===== src/rtl/ltc2387_sample_averager.sv =====
// Block averager for LTC2387 samples: sums 2^LOG2_AVG samples and emits the mean with a hold/backpressure output.
// Optional round-half-up is enabled by defining LTC2387_AVG_ROUND_EN (default: truncate toward -inf).
module ltc2387_sample_averager #(
    parameter int ADC_WIDTH = 18,
    parameter int LOG2_AVG  = 4
) (
    input  logic                        sys_clk_int,
    input  logic                        reset_n_int,
    input  logic                        enable,
    input  logic signed [ADC_WIDTH-1:0] in_data,
    input  logic                        in_valid,
    output logic signed [ADC_WIDTH-1:0] out_data,
    output logic                        out_valid,
    input  logic                        out_ready,
    output logic                        overflow,
    input  logic                        clr_ovf,
    output logic                        busy
);

    localparam int ACC_W = ADC_WIDTH + LOG2_AVG;

    // One guard bit above the accumulator keeps the rounding bias from ever wrapping.
    localparam logic signed [ACC_W:0] SAT_MAX =
        {{(LOG2_AVG + 2){1'b0}}, {(ADC_WIDTH - 1){1'b1}}};
    localparam logic signed [ACC_W:0] SAT_MIN = ~SAT_MAX;
`ifdef LTC2387_AVG_ROUND_EN
    localparam logic signed [ACC_W:0] RND_BIAS = (ACC_W + 1)'(1) << (LOG2_AVG - 1);
`endif

    typedef enum logic {
        IDLE  = 1'b0,
        ACCUM = 1'b1
    } state_t;

    state_t                      state;
    logic signed [ACC_W-1:0]     acc;
    logic [LOG2_AVG-1:0]         sample_cnt;
    logic signed [ACC_W-1:0]     sum_next;
    logic signed [ADC_WIDTH-1:0] avg_result;
    logic                        accept;
    logic                        block_done;

    function automatic logic signed [ACC_W:0] round_shift(input logic signed [ACC_W-1:0] sum);
        logic signed [ACC_W:0] ext;
        ext = {sum[ACC_W-1], sum};
`ifdef LTC2387_AVG_ROUND_EN
        ext = ext + RND_BIAS;
`endif
        return ext >>> LOG2_AVG;
    endfunction

    function automatic logic signed [ADC_WIDTH-1:0] sat_sample(input logic signed [ACC_W:0] v);
        if (v > SAT_MAX)
            return SAT_MAX[ADC_WIDTH-1:0];
        else if (v < SAT_MIN)
            return SAT_MIN[ADC_WIDTH-1:0];
        else
            return v[ADC_WIDTH-1:0];
    endfunction

    assign accept     = (state == ACCUM) && enable && in_valid;
    assign block_done = accept && (sample_cnt == '1);
    assign sum_next   = acc + {{LOG2_AVG{in_data[ADC_WIDTH-1]}}, in_data};
    assign avg_result = sat_sample(round_shift(sum_next));
    assign busy       = (sample_cnt != '0);

    always_ff @(posedge sys_clk_int or negedge reset_n_int) begin
        if (!reset_n_int) begin
            state      <= IDLE;
            acc        <= '0;
            sample_cnt <= '0;
            out_data   <= '0;
            out_valid  <= 1'b0;
            overflow   <= 1'b0;
        end else begin
            case (state)
                IDLE: begin
                    acc        <= '0;
                    sample_cnt <= '0;
                    if (enable)
                        state <= ACCUM;
                end
                ACCUM: begin
                    if (!enable) begin
                        state      <= IDLE;
                        acc        <= '0;
                        sample_cnt <= '0;
                    end else if (in_valid) begin
                        sample_cnt <= sample_cnt + 1'b1;
                        acc        <= block_done ? '0 : sum_next;
                    end
                end
                default: state <= IDLE;
            endcase

            // Output holding register: a new result loads only if the slot is free or draining now.
            if (block_done && (!out_valid || out_ready)) begin
                out_data  <= avg_result;
                out_valid <= 1'b1;
            end else if (out_valid && out_ready) begin
                out_valid <= 1'b0;
            end

            if (block_done && out_valid && !out_ready)
                overflow <= 1'b1;
            else if (clr_ovf)
                overflow <= 1'b0;
        end
    end

endmodule


===== config.mk =====
export PLATFORM = sky130hd
export DESIGN_NAME = ltc2387_sample_averager
export DESIGN_NICKNAME = d
export VERILOG_FILES = /design/src/rtl/ltc2387_sample_averager.sv
export SDC_FILE = /design/constraint.sdc
export NUM_CORES = 1
export LEC_CHECK = 0
export BUFFER_PORTS_ARGS = -buffer_cell sky130_fd_sc_hd__buf_2
export CAP_MARGIN = 25
export CORE_MARGIN = 8
export CORE_UTILIZATION = 52
export CTS_BUF_LIST = sky130_fd_sc_hd__clkbuf_16
export DETAILED_ROUTE_END_ITERATION = 6
export PLACE_DENSITY = 0.74
export SYNTH_ARGS = -nofsm -noshare
export SYNTH_HDL_FRONTEND = slang
export SYNTH_SLANG_ARGS = --single-unit

===== constraint.sdc =====
create_clock -name sys_clk_int -period 2.23 [get_ports sys_clk_int]
set_clock_uncertainty 0.2 [all_clocks]
set_input_delay 0.3345 -clock sys_clk_int [delete_from_list [all_inputs] [get_ports sys_clk_int]]
set_output_delay 0.3345 -clock sys_clk_int [all_outputs]
set_load 0.05 [all_outputs]

Word-level counts from Yosys, hierarchy flattened --
Cells that the tools add are included. W data, S select, Z words.
Operators by class: muxes and demuxes 14, bitwise logic cells 1, add/sub/neg operators 2, equality and inequality tests 2, reductions and logical operators 13, magnitude comparators 2
Operators by type and width (count):
- $mux W22 | 3
- $pmux W22 S2 | 1
- $mux W18 | 2
- $add A22 B22 Y22 | 1
- $gt A18 B18 Y1 const B | 1
- $lt A18 B18 Y1 const B | 1
- $mux W4 | 2
- $pmux W4 S2 | 1
- $logic_and A1 B1 Y1 | 7
- $mux W1 | 5
- $add A4 B1 Y4 const B | 1
- $eq A4 B4 Y1 const B | 1
- $reduce_bool A2 Y1 | 2
- $reduce_bool A4 Y1 | 1
- $ne A3 B3 Y1 const B | 1
- $logic_not A1 Y1 | 2
- $logic_or A1 B1 Y1 | 1
- $not A1 Y1 | 1
Storage, ports and cells: logic and storage cells 40, output and inout port bits 21, bits in registers 47, bits of input ports 24

Longest topological paths before layout --
Gate-level depths: netlist of the first run.
depth in word-level cells 7, gate-level depth with buffers 10, gate-level depth less buffers 10

Worst setup path before layout of the first run --
Ideal clock, no wire load.
path kind input-to-reg, from input port in_data[0], to register out_data[10], path slack -0.140 ns, arrival 2.046 ns, setup time 0.125 ns, stages 10, required time 1.905 ns, cells stage by stage ha_1 > inv_1 > fa_1 > nor2b_1 > nand4_1 > o21ai_0 > o211ai_1 > o311ai_1 > xor2_1 > mux2_2
Between the ends: cells in the longest elaborated chain, start to end 4, elaborated cells between the ends (all ways) 5
RTL lines:
- start, declared | line 10 | input logic signed [ADC_WIDTH-1:0] in_data,
- $add A22 B22 Y22 (*) | line 63 | assign sum_next = acc + {{LOG2_AVG{in_data[ADC_WIDTH-1]}}, in_data};
- $lt A18 B18 Y1 | line 55 | else if (v < SAT_MIN)
- $mux W18 | line 55
- $mux W18 (*) | line 53 | if (v > SAT_MAX)
- end signal, assigned | line 98 | out_data <= avg_result;
- end, declared | line 12 | output logic signed [ADC_WIDTH-1:0] out_data,
Every way passes the cells marked *; elsewhere a longest branch is shown, timed or not. A chain may end at the register's enable or synchronous reset.

Final worst setup path of the first run --
from register acc[0], to register out_data[16]
Between the ends: cells in the longest elaborated chain, start to end 4, elaborated cells between the ends (all ways) 5
RTL lines:
- start, declared | line 36 | logic signed [ACC_W-1:0] acc;
- start signal, assigned | line 90 | acc <= block_done ? '0 : sum_next;
- $add A22 B22 Y22 (*) | line 63
- $lt A18 B18 Y1 | line 55
- $mux W18 | line 55
- $mux W18 (*) | line 53
Marks and branches as above.

==> impl_metrics.ini, run 1 <==
[outcome]
status = finished, violations left
violations = negative setup slack

[sta]
fin_ws_ns = -0.258
fin_crit_ns = 2.49
max_slew_margin_pct = 73.1
fmax_ghz = 0.402
hold_viol_final = 0
fin_crit_sh_pct = 112
rsz0062_at_grt = yes
worst_slew_pin_slew_ns = 0.404
hold_ws_ns = 0.0493
slew_viol_final = 0
setup_viol = 24

[critical_path]
critPathSlowestCell = dfrtp_1
crit_chain = ha_2 -> inv_2 -> fa_2 -> nor2b_4 -> o31ai_4 -> a21oi_1 -> a211o_1 -> a211oi_2 -> xnor2_1 -> mux2_4
worstSetupPathType = reg2reg
reg2reg_to = out_data[16]
crit_arrival_ns = 2.46
cp-end-kind = register
r2r_start = acc[0]
critPathRequiredTime_ns = 2.20
reg2regPathDepth = 10
r2r_slack_ns = -0.26
path_max_fanout = 3
cpLargestDelayFamily = compound AO/OA/AOI/OAI gates
start_kind = register
crit_path_max_incr_delay_ns = 0.38
cp_num_buf_inv = 1

[logic_synthesis]
synth_compound_area_share_pct = 21.1
netlist_top_cells_area = dfrtp_1 (39%), ha_1 (9.6%), mux2_2 (6.0%), a22o_1 (5.0%), a21oi_1 (3.9%)
synth_top_family_by_area = compound AO/OA/AOI/OAI gates
synth_seq_cells = 47
yosys.area_share.xor_xnor_pct = 7.00
avgSynthCellArea_um2 = 10.1
synth_top_area_cell = dfrtp_1
synthesis.area_um2 = 2990
netlist_instances = 295
seq_area_frac_synth_pct = 39.4
synth_cell_type_count = 51
yosysWarnings = 0
synth_nets = 343
yosysTopAreaCellShare_pct = 39.4
synth-simple-area-share_pct = 10.7
synthMuxAreaShare_pct = 7.71
synthAdderAreaFrac_pct = 10.3

[min_path]
hold_path_depth = 2
hold-path-endpoint = overflow
hold_path.class = in2reg
hold_start = clr_ovf

[power_and_ir_drop]
p_leak_nw = 2.07
intPower_mw = 1.58
peakVddDrop_mv = 0.393
power_frac_clock_pct = 32.2
power_mw = 2.20
netSwitchingPower_mw = 0.619
seq_power_share_pct = 40.7
p_per_area_nw_per_um2 = 506
swShare_pct = 28.2
share_comb_of_total_power_pct = 27.1

[global_route]
grt_start_max_net_pins = 48
grt_antenna_before_repair = 0
grt_pass1_wl_um = 12500
overflow = 0
grt_pass1_vias = 2667
groute.usage.overall_pct = 18.1

[cts]
cts_max_level = 2
clk_latency_ns = 0.29
cts_root_buffer = clkbuf_16
cts_sinks = 47
clk_path_buf_depth = 2
clkTransAtPathRegs_ns = 0.06
cts_buffers = 5
cts_tree = yes

[detailed_routing]
drt-initial-drc-count = 99
num_vias = 2661
wire_per_inst_um = 17.4
viasPerCell = 5.65
ant_nets = 0
totalWireLength_um = 8170
drc = 0
first_pass_iters = 4

[finish]
mostFrequentLayoutCells = buf_4 (60), dfrtp_1 (47), buf_2 (44)
diodes = 0
area_growth_pct = 45.2
design_area_um2 = 4340
fin_util_pct = 78.3
nets = 447
drive_gt1_share_pct = 48.9
final_common_cell = buf_4

[placed_design]
dp_hpwl_um = 5450
place_ws_ns = -0.315
gp_congestion = 0.863
port_buffers = 44
placed_area_um2 = 3700

[die]
die_h_um = 91.8
ios = 45
die-area_um2 = 8420
dieWidth_um = 91.8
core-area_um2 = 5540
rows = 27
initial_core_util_pct = 53.9

[job]
max_cap_violations = 0
[Yosys cell counts (all sizes together)]
library cell,n
nor3,1
nand3,4
xor2,10
and2,2
nand2b,1
o21ai,16
buf,8
o211ai,2
or2,1
nand4,7
a21o,4
mux2,18
ha,23
a21oi,26
o21a,3
o211a,1
nand3b,1
a22oi,1
nor2b,2
xnor2,13
clkbuf,6
a21boi,1
a211o,1
nand2,28
and4,1
a221oi,1
nor2,19
o22ai,2
fa,1
a2111oi,1
inv,11
and2b,1
dfrtp,47
a211oi,4
a22o,17
mux2i,2
and3,2
a31oi,3
o31ai,2
o311ai,1
[worst max-delay path by stage]
stage,startpoint,to,cells after the start
finish,acc[0],out_data[16],10
global placement,in_data[2],out_data[16],9
CTS,acc[0],out_data[16],10
floorplan,acc[0],out_data[16],10
detailed placement,in_data[2],out_data[16],9
global route,acc[0],out_data[12],10
[per-layer routing]
metal	GRT usage [%]	vias up	share of wire, %
met4	6.58	0	1.9
met1	22.2	1299	44
met5	0	-	0
met2	30.3	70	50
met3	4.32	15	4.4
li1	-	1277	-
[per-stage QoR]
stage	std cells	TNS [ns]
finish	471	-2.71
floorplan	295	-0.131
global route	471	-4.66
detailed placement	451	-4.99
global placement	451	-4.33
CTS	464	-2.05
[cell families after synthesis]
| family | count (synthesis) |
|---|---|
| compound gates | 86 |
| buf+inv | 25 |
| flops | 47 |
| xor+xnor | 23 |
| mux | 20 |
| fa+ha+maj | 24 |
| simple gates | 70 |
[power by group through the flow]
stage | sequential [mW] | clock [mW] | combinational (mW)
floorplan | 0.900 | 0 | 0.278
global placement | 0.903 | 0 | 0.459
detailed placement | 0.904 | 0 | 0.468
CTS | 0.892 | 0.731 | 0.527
global route | 0.896 | 0.758 | 0.645
finish | 0.894 | 0.707 | 0.595
[state kept, by name, summed over array words and instances (netlist names)]
register    count
acc            22
sample_cnt      4
state           1
overflow        1
out_data       18
out_valid       1
[final cells by class]
| cell class | count | area, µm² |
|---|---|---|
| timing repair buffer | 111 | 764 |
| clock inverter | 2 | 8.76 |
| clock buffer | 5 | 125 |
| multi-input combinational | 223 | 2130 |
| inverter | 11 | 41.3 |
| fill | 343 | 1200 |
| sequential | 47 | 1180 |
| tap | 72 | 90.1 |
[repair_timing]
item / 4_1_cts / 5_1_grt
hold buffers: 2 / 0
pin swaps: 23 / 37
endpoints found under the setup margin: 25 / 32
gates resized for setup: 43 / 25
endpoints found under the hold margin: 48 / 0
setup buffers: 4 / 7
No activity file was read; power rests on OpenSTA's default activity.
==> inputs of run 2 (changes only) <==
- ABC_AREA: default -> 1
- CORE_UTILIZATION: 52 -> 53
==> impl_metrics.ini, run 2 <==
[cts]
clk_path_buf_depth = 2
cts_buffers = 5
cts_sinks = 47
cts_max_level = 2
clkTransAtPathRegs_ns = 0.07
cts_tree = yes
cts_root_buffer = clkbuf_16
clk_latency_ns = 0.29

[critical_path]
cp_num_buf_inv = 1
path_max_fanout = 5
worstSetupPathType = reg2reg
cp-startpoint = acc[10]
cpMostUsedCell = nand2_1
r2r_start = acc[10]
critPathRequiredTime_ns = 2.21
crit_arrival_ns = 2.01
cpLargestDelayFamily = simple AND/OR/NAND/NOR gates
cp-end-kind = register
crit_path_max_incr_delay_ns = 0.39
start_kind = register
crit_chain = ha_1 -> nand2_1 -> inv_1 -> a21oi_1 -> nand2_1 -> nand2_1 -> nand4_1 -> nand3_1 -> nand2_1
critPathSlowestCell = dfrtp_1

[sta]
fmax_ghz = 0.492
hold_viol_final = 0
setup_viol = 0
worst_slew_pin_slew_ns = 0.588
rsz0062_at_grt = yes
setup-tns-final_ns = 0
slew_viol_final = 0
fin_crit_ns = 2.03
fin_crit_sh_pct = 91.2
max_slew_margin_pct = 60.8

[logic_synthesis]
synth_most_common_cell = nand2_1
ys.flop_type = dfrtp_1
netlist_top_cells_area = dfrtp_1 (35%), nand2_1 (22%), ha_1 (8.6%), inv_1 (7.8%), nand3_1 (6.3%)
synth_top_area_cell = dfrtp_1
seq_area_frac_synth_pct = 35.4
synth_seq_cells = 47
synthArstFlopShare_pct = 100
synth_cell_type_count = 34
yosysTopAreaCellShare_pct = 35.4
synthesis.area_um2 = 3330
avgSynthCellArea_um2 = 6.89
yosysWarnings = 0
netlist_instances = 483
synth-edff-count = 0
ys_top_cells_by_count = nand2_1 (194), inv_1 (69), dfrtp_1 (47)
synth_nets = 531

[global_route]
groute.usage.overall_pct = 19.9
overflow = 0
grt_pass1_wl_um = 14300
grt_start_max_net_pins = 48
grt_pass1_vias = 3108
grt_antenna_before_repair = 0

[finish]
diodes = 0
mostFrequentLayoutCells = nand2_1 (193), inv_1 (68), dfrtp_1 (47)
nets = 588
drive_gt1_share_pct = 15.7
fin_util_pct = 62.6
final_cells = 618
final_common_cell = nand2_1
regArea_um2 = 1180
reg.largest.list = acc x22, out_data x18, sample_cnt x4
nFillCells = 584
design_area_um2 = 3880
area_growth_pct = 16.8
top_register = acc
largest_reg_flops = 22
multi_input_area_um2 = 1860

[die]
rows = 29
core-area_um2 = 6200
die-area_um2 = 9070
dieWidth_um = 95.2
die_h_um = 95.2
ios = 45
initial_core_util_pct = 53.6

[placed_design]
dpl.cell_count = 606
placed_area_um2 = 3660
port_buffers = 44
dp_hpwl_um = 6480
gp_congestion = 0.922

[outcome]
status = complete, no violations

[detailed_routing]
first_pass_iters = 4
wire_per_inst_um = 13.5
viasPerCell = 5.08
num_vias = 3142
drt-initial-drc-count = 181
ant_nets = 0
drc = 0
totalWireLength_um = 8340

[power_and_ir_drop]
p_per_area_nw_per_um2 = 548
power_mw = 2.13
p_leak_nw = 2.29
peakVddDrop_mv = 0.306

[min_path]
hold_path.class = in2reg
hold_start = clr_ovf

[job]
max_cap_violations = 0
[run 2: power breakdown]
group | switching, mW | internal, mW
registers | 0.0116 | 0.871
clock network | 0.338 | 0.535
logic | 0.241 | 0.132
[run 2: what timing repair did]
action	in CTS	in global routing
setup buffers	0	2
resized for setup	0	5
endpoints found under the hold margin	48	0
setup endpoints to repair	0	7
hold buffers	2	0
[run 2: through the flow]
step,setup WS [ns],hold slack [ns]
after floorplan,0.281,-0.161
after global placement,0.0586,0.258
after detailed placement,0.0102,0.260
after CTS,0.0497,0.0222
after global routing,-0.0156,0.0296
final,0.196,0.0248
[run 2: cell families after synthesis]
family / Yosys count / synth area share (%)
and+or+nand+nor: 290 / 37.5
buffers and inverters: 77 / 9.18
DFF: 47 / 35.4
AOI/OAI and AO/OA: 35 / 6.05
adders and majority gates: 24 / 9.25
xor gates and xnor gates: 10 / 2.63
[run 2: cell type report]
type                            count  area share [%]
Tap cell                           77            2.48
Clock inverter                      3            1.22
Multi-Input combinational cell    359            47.8
Timing Repair Buffer               56            8.12
Sequential cell                    47            30.3
Clock buffer                        5            3.22
Inverter                           71            6.86
[run 2: final timing paths]
path                                     end  slack, ns  cells after the start
worst min-delay path                overflow       0.02                      2
worst max-delay path            out_data[16]       0.20                      9
worst max register to register  out_data[16]       0.20                      9
max in group asynchronous            acc[12]       0.97                      3
min in group asynchronous       out_data[17]       0.47                      3
worst min register to register   out_data[4]       0.28                      2
[run 2: metal layers]
layer	global-route usage (%)	vias up	wire length, µm
met2	32.3	64	3800
met4	5.59	0	127
met3	3.62	10	390
li1	-	1623	-
met1	26.4	1445	4020
met5	0	-	0
==> inputs of run 3 (changes only) <==
- BUFFER_PORTS_ARGS: -buffer_cell sky130_fd_sc_hd__buf_2 -> -buffer_cell sky130_fd_sc_hd__buf_4
==> impl_metrics.ini, run 3 (synthesis gave the netlist of run 2 again) <==
[placed_design]
dp_hpwl_um = 6660
dpl.cell_count = 607
placed_area_um2 = 3780
port_buffers = 44
gp_congestion = 0.966

[finish]
top_register = acc
design_area_um2 = 3990
largest_reg_flops = 22
fin_util_pct = 64.2
mostFrequentLayoutCells = nand2_1 (192), inv_1 (68), buf_4 (53)
final_cells = 617
diodes = 0
reg.largest.list = acc x22, out_data x18, sample_cnt x4
nets = 587
final_common_cell = nand2_1
area_growth_pct = 19.8
drive_gt1_share_pct = 15.7
nFillCells = 571

[sta]
worst_slew_pin_slew_ns = 0.605
max_slew_margin_pct = 59.7
fmax_ghz = 0.484
slew_viol_final = 0
rsz0062_at_grt = yes
fin_crit_sh_pct = 92.6
fin_crit_ns = 2.06
setup-tns-final_ns = 0
hold_viol_final = 0
setup_viol = 0

[global_route]
overflow = 0
grt_antenna_before_repair = 0
groute.usage.overall_pct = 20.6
grt_pass1_vias = 3125
grt_start_max_net_pins = 48
grt_pass1_wl_um = 14800

[power_and_ir_drop]
p_per_area_nw_per_um2 = 535
intPower_mw = 1.54
seq_power_share_pct = 41.5
swShare_pct = 27.5
peakVddDrop_mv = 0.438
power_frac_clock_pct = 40.6
p_leak_nw = 2.30
netSwitchingPower_mw = 0.587
share_comb_of_total_power_pct = 17.9
power_mw = 2.13

[cts]
clk_latency_ns = 0.29
cts_root_buffer = clkbuf_16
clkTransAtPathRegs_ns = 0.07
cts_setup_buffers = 0
cts_max_level = 2
cts_tree = yes
cts_buffers = 5
clk_path_buf_depth = 2
cts_sinks = 47

[detailed_routing]
ant_nets = 0
num_vias = 3140
totalWireLength_um = 8550
viasPerCell = 5.09
first_pass_iters = 4
wire_per_inst_um = 13.9
drt-initial-drc-count = 284
drc = 0

[min_path]
hold_path_depth = 2
hold_path.class = in2reg
hold_start = clr_ovf

[outcome]
status = complete, no violations

[critical_path]
crit_arrival_ns = 2.05
r2r_start = acc[9]
cp-end-kind = register
critPathSlowestCell = dfrtp_1
path_max_fanout = 5
reg2regPathDepth = 10
crit_chain = ha_1 -> nand2_2 -> nor2_1 -> nand3_1 -> nand3_2 -> nand2_1 -> nand2_1 -> nand2_1 -> nand3_1 -> nand2_1
cpMostUsedCell = nand2_1
worstSetupPathType = reg2reg
cp-startpoint = acc[9]
r2r_slack_ns = 0.17
critPathRequiredTime_ns = 2.21
start_kind = register
crit_path_max_incr_delay_ns = 0.38

[die]
die-area_um2 = 9070
rows = 29
dieWidth_um = 95.2
die_h_um = 95.2
core-area_um2 = 6200
ios = 45
initial_core_util_pct = 53.6

[job]
max_cap_violations = 0
-- run 3: final timing paths --
path / to
worst max-delay path: out_data[14]
worst min-delay path: overflow
worst max register to register: out_data[14]
worst min register to register: out_data[6]
max in group asynchronous: overflow
min in group asynchronous: out_data[17]
-- run 3: routing by layer --
| layer | routed length (µm) | up-vias | track usage [%] |
|---|---|---|---|
| li1 | - | 1622 | - |
| met2 | 3890 | 68 | 33.0 |
| met4 | 146 | 0 | 6.89 |
| met5 | 0 | - | 0 |
| met1 | 4040 | 1439 | 27.1 |
| met3 | 476 | 11 | 4.02 |
-- run 3: worst max-delay path: cells and delay by family, from the launching register on --
kind                       cells  cell delay (ns)
and+or+nand+nor                9             1.00
DFF                            1             0.38
adders and majority gates      1             0.38
-- run 3: metrics by stage --
stage / hold WS (ns) / setup slack (ns)
2_1_floorplan: -0.161 / 0.281
6_report: 0.0341 / 0.166
3_3_place_gp: 0.182 / 0.0546
3_5_place_dp: 0.192 / -0.0283
4_1_cts: 0.0306 / 0.0229
5_1_grt: 0.0337 / -0.00248
-- run 3: cell type report --
type,instances,area [µm²],area share (%)
clock inverter,3,43.8,1.10
inverter,71,267,6.69
timing repair buffer,55,418,10.5
clock buffer,5,125,3.14
sequential,47,1180,29.5
tap,77,96.3,2.42
multi-input combinational,359,1860,46.7
-- run 3: power by group through the flow --
stage	sequential (mW)	combinational, mW	clock, mW
floorplan	0.896	0.250	0
finish	0.884	0.382	0.865
global placement	0.898	0.368	0
CTS	0.883	0.379	0.884
detailed placement	0.899	0.373	0
global route	0.886	0.436	0.903
-- run 3: repair_timing --
| item | 4_1_cts | 5_1_grt |
|---|---|---|
| hold endpoints to repair | 48 | 0 |
| gates resized for setup | 0 | 6 |
| hold buffers | 2 | 0 |
| setup endpoints to repair | 0 | 8 |
